File: config.mk
export PLATFORM = sky130hd
export DESIGN_NAME = rle_encoder_stream
export DESIGN_NICKNAME = d
export VERILOG_FILES = /design/src/rtl/rle_encoder_stream.sv
export SDC_FILE = /design/constraint.sdc
export NUM_CORES = 1
export LEC_CHECK = 0
export CAP_MARGIN = 5
export CORE_ASPECT_RATIO = 0.5
export CORE_MARGIN = 4
export CORE_UTILIZATION = 25
export CTS_CLUSTER_DIAMETER = 100
export CTS_CLUSTER_SIZE = 24
export DETAILED_ROUTE_END_ITERATION = 10
export MAX_ROUTING_LAYER = met4
export PLACE_DENSITY_LB_ADDON = 0.25
export SYNTH_ARGS = -nofsm -noshare
export SYNTH_HDL_FRONTEND = slang
export SYNTH_SLANG_ARGS = --single-unit
export TNS_END_PERCENT = 5
File: constraint.sdc
create_clock -name clk -period 2.2 [get_ports clk]
set_input_delay 0.55 -clock clk [delete_from_list [all_inputs] [get_ports clk]]
set_output_delay 0.55 -clock clk [all_outputs]
set_load 0.1 [all_outputs]
File: src/rtl/rle_encoder_stream.sv
// Streaming run-length encoder: valid/ready symbols in, (count, value) pairs out.
// Define RLE_ENCODER_STATS_EN to build the symbol/pair statistics counters.
module rle_encoder_stream #(
  parameter int DATA_W = 8,
  parameter int CNT_W  = 8,
  parameter int STAT_W = 16
) (
  input  logic              clk,
  input  logic              rst_n,
  input  logic              in_valid,
  output logic              in_ready,
  input  logic [DATA_W-1:0] in_data,
  input  logic              in_last,
  output logic              out_valid,
  input  logic              out_ready,
  output logic [CNT_W-1:0]  out_count,
  output logic [DATA_W-1:0] out_value,
  output logic              out_last,
  input  logic              stat_clr,
  output logic [STAT_W-1:0] stat_syms,
  output logic [STAT_W-1:0] stat_pairs
);

  localparam logic [CNT_W-1:0] MAXC = '1;
  localparam logic [CNT_W-1:0] ONE  = CNT_W'(1);

  typedef enum logic [1:0] {IDLE, RUN, TAIL} state_t;

  state_t             state, state_n;
  logic [DATA_W-1:0]  run_val, run_val_n;
  logic [CNT_W-1:0]   run_cnt, run_cnt_n;
  logic               emit, emit_last;
  logic [CNT_W-1:0]   emit_cnt;
  logic [DATA_W-1:0]  emit_val;
  logic               slot_free, in_fire;

  // Reset also blocks input so nothing is accepted while the pipeline is being cleared.
  assign slot_free = !out_valid || out_ready;
  assign in_ready  = rst_n && (state != TAIL) && slot_free;
  assign in_fire   = in_valid && in_ready;

  always_comb begin
    state_n   = state;
    run_val_n = run_val;
    run_cnt_n = run_cnt;
    emit      = 1'b0;
    emit_cnt  = '0;
    emit_val  = '0;
    emit_last = 1'b0;
    case (state)
      IDLE: begin
        if (in_fire) begin
          run_val_n = in_data;
          if (in_last) begin
            emit      = 1'b1;
            emit_cnt  = ONE;
            emit_val  = in_data;
            emit_last = 1'b1;
          end else begin
            run_cnt_n = ONE;
            state_n   = RUN;
          end
        end
      end
      RUN: begin
        if (in_fire) begin
          if (in_data == run_val && run_cnt != MAXC) begin
            if (in_last) begin
              emit      = 1'b1;
              emit_cnt  = run_cnt + ONE;
              emit_val  = run_val;
              emit_last = 1'b1;
              run_cnt_n = '0;
              state_n   = IDLE;
            end else begin
              run_cnt_n = run_cnt + ONE;
            end
          end else begin
            // Symbol change or saturated count closes the current run.
            emit      = 1'b1;
            emit_cnt  = run_cnt;
            emit_val  = run_val;
            run_val_n = in_data;
            run_cnt_n = ONE;
            if (in_last) state_n = TAIL;
          end
        end
      end
      TAIL: begin
        if (slot_free) begin
          emit      = 1'b1;
          emit_cnt  = run_cnt;
          emit_val  = run_val;
          emit_last = 1'b1;
          run_cnt_n = '0;
          state_n   = IDLE;
        end
      end
      default: state_n = IDLE;
    endcase
  end

  always_ff @(posedge clk) begin
    if (!rst_n) begin
      state     <= IDLE;
      run_val   <= '0;
      run_cnt   <= '0;
      out_valid <= 1'b0;
      out_count <= '0;
      out_value <= '0;
      out_last  <= 1'b0;
    end else begin
      state   <= state_n;
      run_val <= run_val_n;
      run_cnt <= run_cnt_n;
      if (emit) begin
        out_valid <= 1'b1;
        out_count <= emit_cnt;
        out_value <= emit_val;
        out_last  <= emit_last;
      end else if (out_ready) begin
        out_valid <= 1'b0;
      end
    end
  end

`ifdef RLE_ENCODER_STATS_EN
  always_ff @(posedge clk) begin
    if (!rst_n || stat_clr) begin
      stat_syms  <= '0;
      stat_pairs <= '0;
    end else begin
      if (in_fire) stat_syms  <= stat_syms + STAT_W'(1);
      if (emit)    stat_pairs <= stat_pairs + STAT_W'(1);
    end
  end
`else
  logic unused_stat_clr;
  assign unused_stat_clr = stat_clr;
  assign stat_syms       = '0;
  assign stat_pairs      = '0;
`endif

endmodule

==> results by group, run 1 <==
Run status
  – Status: complete, no violations

Clock tree
  – Clock slew at reported path FFs: roughly 50 ps
  – Sink Count: 36
  – CTS Hold Bufs: 0
  – H-tree depth: 2
  – Num CTS Buffers: 5
  – Worst-skew pair later-pin latency: 280 ps
  – CTS root buf: clkbuf_16
  – Clock tree from TritonCTS: yes
  – Clk buf depth: 2

Placed design
  – Gpl congestion: 0.859
  – HPWL Detailed: 4560 µm
  – PortBufs: 31
  – Post-DP Area: 0.00295 mm²

Drt
  – Wire length per cell: 13.2 µm
  – Final ANT Viol Nets: 0
  – Via count: 2,135
  – DR iter-0 viols: ~140
  – Vias/cell: 4.61
  – Final WL: 6100 µm
  – Pre-Repair DR Iteration Count: 4
  – Drc violations: 0

Global route
  – Largest net degree at the start of global routing: 33
  – Grt ovf: 0
  – First-pass GRT wire length: 10,400 µm
  – Number of antenna violations at the first check in global routing: 0
  – Vias in the first global route: ~2,200
  – GRT Util Overall: 0.114

Power
  – Int Power: about 1.7 mW
  – Clock Power Share: 0.230
  – Maximum VDD drop: 0.470 mV
  – Power density cells: a little over 1000 mW/mm²
  – Comb power frac: 0.511
  – P_sw: 1.55 mW
  – Tot Pwr: 3.26 mW
  – Reg power frac: 0.259
  – Leak: approximately 1.3 nW
  – Sw Share: 0.477

Synth
  – Cells after Synth: 277
  – Synth area leaders: dfxtp_1 (30%), buf_4 (11%), nand2_1 (5.5%)
  – Yosys top cell area share: 0.303
  – Synth cell count leaders: dfxtp_1 (36), buf_4 (35), nand2_1 (35), a21oi_1 (14), nor2_1 (12)
  – Async S/R FF share, synth: 0
  – Yosys warnings: 0
  – #FFs+latches synth: 36
  – Post-synth EDFFs: 0
  – Most common cell in the netlist: dfxtp_1
  – Top_reg_cell synth: dfxtp_1
  – Area of the mapped netlist: 0.00238 mm²
  – Post-synthesis sequential area ratio: 0.303
  – Post-synth top area cell: dfxtp_1
  – Yosys cell types: 56
  – Mapped Avg Cell Area: roughly 8.6 µm²

Timing
  – Final Cycle Share: 0.986
  – Max Fclk: 0.461 GHz
  – Setup TNS: 0 ps
  – Final hold viol count: 0
  – RSZ-0062 raised after global routing: yes
  – Worst Skew: between 6 and 7 ps
  – Max Slew Vio Count: 0
  – Finish-stage setup viols: 0
  – Tmin final: 2170 ps

Final layout
  – Nets@finish: 365
  – Diode count: 0
  – Share of cells above drive strength 1: 0.361
  – Area Overhead vs Synth: 34.4%
  – Design area: ~0.0032 mm²

Floorplan
  – Initial Util: 0.265
  – Die ar.: 0.0112 mm²
  – Width of the die: 146 µm
  – Die height: 77.0 µm
  – Placeable core area: 0.00898 mm²
  – I/O pin total: 65
  – Cell Rows: 24

Setup path
  – Critical path's largest stage delay: 490 ps
  – Startpoint Class: primary input
  – Critical path fanouts, max: 2
  – Worst path required time: 1650 ps
  – Setup Crit Path Kind: primary input to output pin
  – Reg2reg path depth: 8
  – Crit path DAT: approximately 1600 ps
  – Worst-path cell chain: clkdlybuf4s50_1, buf_4, inv_1, nor3_4, buf_12
  – Slowest cell on the critical path: clkdlybuf4s50_1
  – Worst setup EP type: output pin

Run
  – Max_cap viols: 0

Hold path
  – Hold Path Class: flip-flop to flip-flop
  – WHS Path Cells: 2
## registers in the layout (all words and copies together) (netlist names)
| register | cells |
|---|---|
| out_count | 8 |
| out_value | 8 |
| run_cnt | 8 |
| run_val | 8 |
| state | 2 |
| out_last | 1 |
| out_valid | 1 |
## stage by stage
| step | std cells | setup slack, ps | util | hold WS (ps) |
|---|---|---|---|---|
| after floorplan | 308 | -70.8 | - | 453 |
| after global placement | 455 | -337 | 0.329 | 454 |
| after detailed placement | 455 | -365 | 0.329 | 463 |
| after CTS | 462 | 4.13 | 0.351 | 470 |
| after global routing | 463 | -68.2 | 0.357 | 495 |
| final | 463 | 31.3 | 0.357 | 462 |
## worst paths after layout
| kind | startpoint | end | slack (ps) |
|---|---|---|---|
| max | rst_n | in_ready | 30 |
| min | out_count[3] | out_count[3] | 460 |
| max reg2reg | state[1] | out_value[0] | 150 |
| min reg2reg | out_count[3] | out_count[3] | 460 |
## critical path, delay by kind of cell
kind          cells  cell delay, ps
buf+inv           4             870
simple gates      1             200
## logic make-up after synthesis
family          after synthesis  share of synthesized area
xor+xnor                      9                     0.0331
compound gates               82                      0.261
buf+inv                      51                      0.146
simple gates                 91                      0.222
flops                        36                      0.303
fa+ha+maj                     5                     0.0263
mux                           2                    0.00840
other cells                   1                    0.00157
## layer usage
| layer | share of wire | GRT usage | vias to the layer above |
|---|---|---|---|
| met5 | 0 | - | - |
| met4 | 0.0074 | 0.0310 | 0 |
| met3 | 0.043 | 0.0159 | 4 |
| met2 | 0.48 | 0.193 | 61 |
| met1 | 0.47 | 0.144 | 1003 |
| li1 | - | - | 1067 |
## power groups by stage
stage | clock network [mW] | registers [mW] | logic [mW]
4_1_cts | 0.765 | 0.843 | 1.65
5_1_grt | 0.783 | 0.858 | 1.77
3_5_place_dp | 0 | 0.855 | 1.63
3_3_place_gp | 0 | 0.849 | 1.62
6_report | 0.750 | 0.843 | 1.66
2_1_floorplan | 0 | 1.29 | 0.860
## timing repair
item                                    in CTS  in global routing
pin swaps                                    4                  4
gates resized for setup                     13                  6
endpoints found under the setup margin      10                 33
setup buffers                                0                  1
## cell type report
| type | count | area, µm² |
|---|---|---|
| Sequential cell | 36 | 722 |
| Tap cell | 117 | 146 |
| Multi-Input combinational cell | 221 | 1510 |
| Clock buffer | 7 | 153 |
| Fill cell | 906 | 5780 |
| Timing Repair Buffer | 76 | 647 |
| Inverter | 6 | 22.5 |
## cell usage in the layout (no fill, tap or decap), types with 6 or more instances in the layout
cell type,Yosys,final
nand2_1,35,35
dfxtp_1,36,35
a21oi_2,9,10
xor2_1,9,7
a21oi_1,14,13
nand3_1,9,9
o21ai_1,7,7
inv_1,6,6
o21ai_2,10,9
o21ai_0,11,11
conb_1,1,32
nor2_1,12,11
a32oi_1,8,8
buf_4,35,59
clkdlybuf4s50_1,0,7
Note: power is estimated with default switching activity, not from simulation.
==> inputs of run 2 (changes only) <==
Settings changed: ABC_CLOCK_PERIOD_IN_PS set to 1800, CORE_MARGIN 4 to 2.
Clock period 2.2 ns to 1.8 ns, I/O delays scaled along.
==> run 2 against run 1 <==
The flow now finishes with violations (negative setup slack); core utilization grew 5.1 points; sequential share of layout area shrank 3.4 points; sequential cell count did not move; power increased by 37%; clock skew hardly changed; final area is 19% higher; critical path depth up 4; final cell count grew 6.3%; register-to-register slack lost 180 ps; routed wire length up 6.4%; first-iteration DRC count fell by 32%; critical path type is now primary input to flip-flop; largest cell class unchanged.
==> results by group, run 2 (synthesis gave the netlist of run 1 again) <==
Setup path
  – Worst path required time: 2000 ps
  – Worst setup EP type: flip-flop
  – Critical path fanouts, max: 7
  – Register-to-Register Setup Slack: -30 ps
  – Setup Crit Path Kind: primary input to flip-flop
  – Startpoint Class: primary input
  – Crit path DAT: 2040 ps

Run status
  – Failing checks: negative setup slack
  – Status: finished, violations left

Clock tree
  – H-tree depth: 2
  – Num CTS Buffers: 5
  – Clock tree from TritonCTS: yes
  – Clock slew at reported path FFs: 50 ps
  – CTS Hold Bufs: 0
  – Worst-skew pair later-pin latency: 280 ps
  – CTS root buf: clkbuf_16
  – Sink Count: 36
  – Clk buf depth: 2

Floorplan
  – Die ar.: 0.0104 mm²
  – Width of the die: 142 µm
  – Die height: 73.0 µm
  – Initial Util: 0.255
  – I/O pin total: 65
  – Placeable core area: ~0.0094 mm²
  – Cell Rows: 25

Timing
  – Worst Skew: 6.76 ps
  – Final Cycle Share: 1.02
  – RSZ-0062 raised after global routing: yes
  – Max Slew Vio Count: 0
  – Tmin final: 1840 ps
  – Finish-stage setup viols: 14
  – PnR worst setup slack: -39.6 ps
  – Final hold viol count: 0
  – Setup TNS: -240 ps
  – Max Fclk: 0.544 GHz

Final layout
  – Most frequent cells in the layout: buf_4 (63), nand2_1 (34), conb_1 (32), dfxtp_1 (28), buf_12 (21)
  – Diode count: 0
  – Share of cells above drive strength 1: 0.526
  – Nets@finish: slightly below 400
  – Commonest non-fill, non-tap cell in the layout: buf_4
  – Area Overhead vs Synth: 60.0%

Global route
  – Number of antenna violations at the first check in global routing: 0
  – Met3 Use GR: 0.0295
  – GRT busiest layer: met2
  – Met2 Resource Use GR: 0.245
  – GRT Util Overall: 0.138
  – Grt ovf: 0
  – Largest net degree at the start of global routing: 33
  – Vias in the first global route: about 2,200
  – First-pass GRT wire length: 10,900 µm
  – GR met1 Demand/Resource: 0.161

Drt
  – Vias/cell: 4.54
  – Drc violations: 0
  – DR iter-0 viols: 94
  – Final WL: 6490 µm
  – Pre-Repair DR Iteration Count: 4
  – Via count: 2,235
  – Final ANT Viol Nets: 0
  – Wire length per cell: between 10 and 15 µm

Placed design
  – HPWL Detailed: 4750 µm
  – PortBufs: 31
  – Gpl congestion: 0.830
  – Dpl ws: -643 ps

Power
  – Clock Power Share: 0.201
  – Sw Share: 0.453
  – Comb power frac: 0.554
  – Power density cells: around 1200 mW/mm²
  – Leak: 1.48 nW
  – Maximum VDD drop: 0.392 mV
  – Reg power frac: 0.245
  – P_sw: 2.02 mW
  – Int Power: between 2 and 2.5 mW

Run
  – Max_cap viols: 0

Hold path
  – Hold Path Class: flip-flop to flip-flop
## run 2: cell count changes in the layout (fill, tap and decap cells not counted), sizes merged
| cell | before | now |
|---|---|---|
| buf | 64 | 89 |
| dlygate4sd2 | 3 | 4 |
| clkdlybuf4s15 | 0 | 3 |
| clkdlybuf4s50 | 7 | 2 |
| clkbuf | 7 | 9 |
| nor2 | 14 | 15 |
| dlymetal6s2s | 2 | 0 |
## run 2: area by class of cell
cell class / count / area [µm²]
repair buffers: 100 / 1040
well taps: 121 / 151
multi-input cells: 222 / 1710
clock buffers: 7 / 153
flip-flops and latches: 36 / 731
fillers: 941 / 5540
inverters: 6 / 22.5
## run 2: final timing paths
path	endpoint	cells after the start	startpoint
min reg2reg	run_val[1]	2	run_val[1]
max	out_count[6]	9	in_data[7]
max reg2reg	out_count[6]	8	run_val[7]
min	run_val[1]	2	run_val[1]
## run 2: repair_timing
action                     in CTS  in global routing
buffers inserted                4                  0
pin swaps                      18                  6
setup endpoints to repair      37                 36
resized for setup              66                 19
cloned                          1                  0
## run 2: critical path, stage by stage
cell and delay [ps]:
clkdlybuf4s15_2 210, xor2_2 170, nor4_4 350, nand2_4 150
buf_6 150, buf_4 140, nor3_2 160, nor2_1 60
o31ai_1 200
## run 2: power groups by stage
stage | Combinational [mW] | Sequential, mW | Clock [mW]
2_1_floorplan | 1.06 | 1.57 | 0
3_3_place_gp | 2.30 | 1.08 | 0
3_5_place_dp | 2.32 | 1.08 | 0
4_1_cts | 2.43 | 1.09 | 0.926
5_1_grt | 2.61 | 1.11 | 0.965
6_report | 2.48 | 1.09 | 0.901
## run 2: metrics by stage
step	cells	power (mW)	utilization	cell area [µm²]	hold slack (ps)
floorplan	308	2.63	-	2530	453
global placement	480	3.38	0.359	3350	477
detailed placement	480	3.40	0.359	3350	488
CTS	492	4.45	0.401	3750	499
global route	492	4.69	0.408	3810	512
finish	492	4.47	0.408	3810	496
## run 2: routing by layer
metal | vias up | part of all wire
met1 | 1064 | 0.46
met2 | 50 | 0.50
li1 | 1116 | -
met3 | 5 | 0.028
met4 | 0 | 0.0088
met5 | - | 0
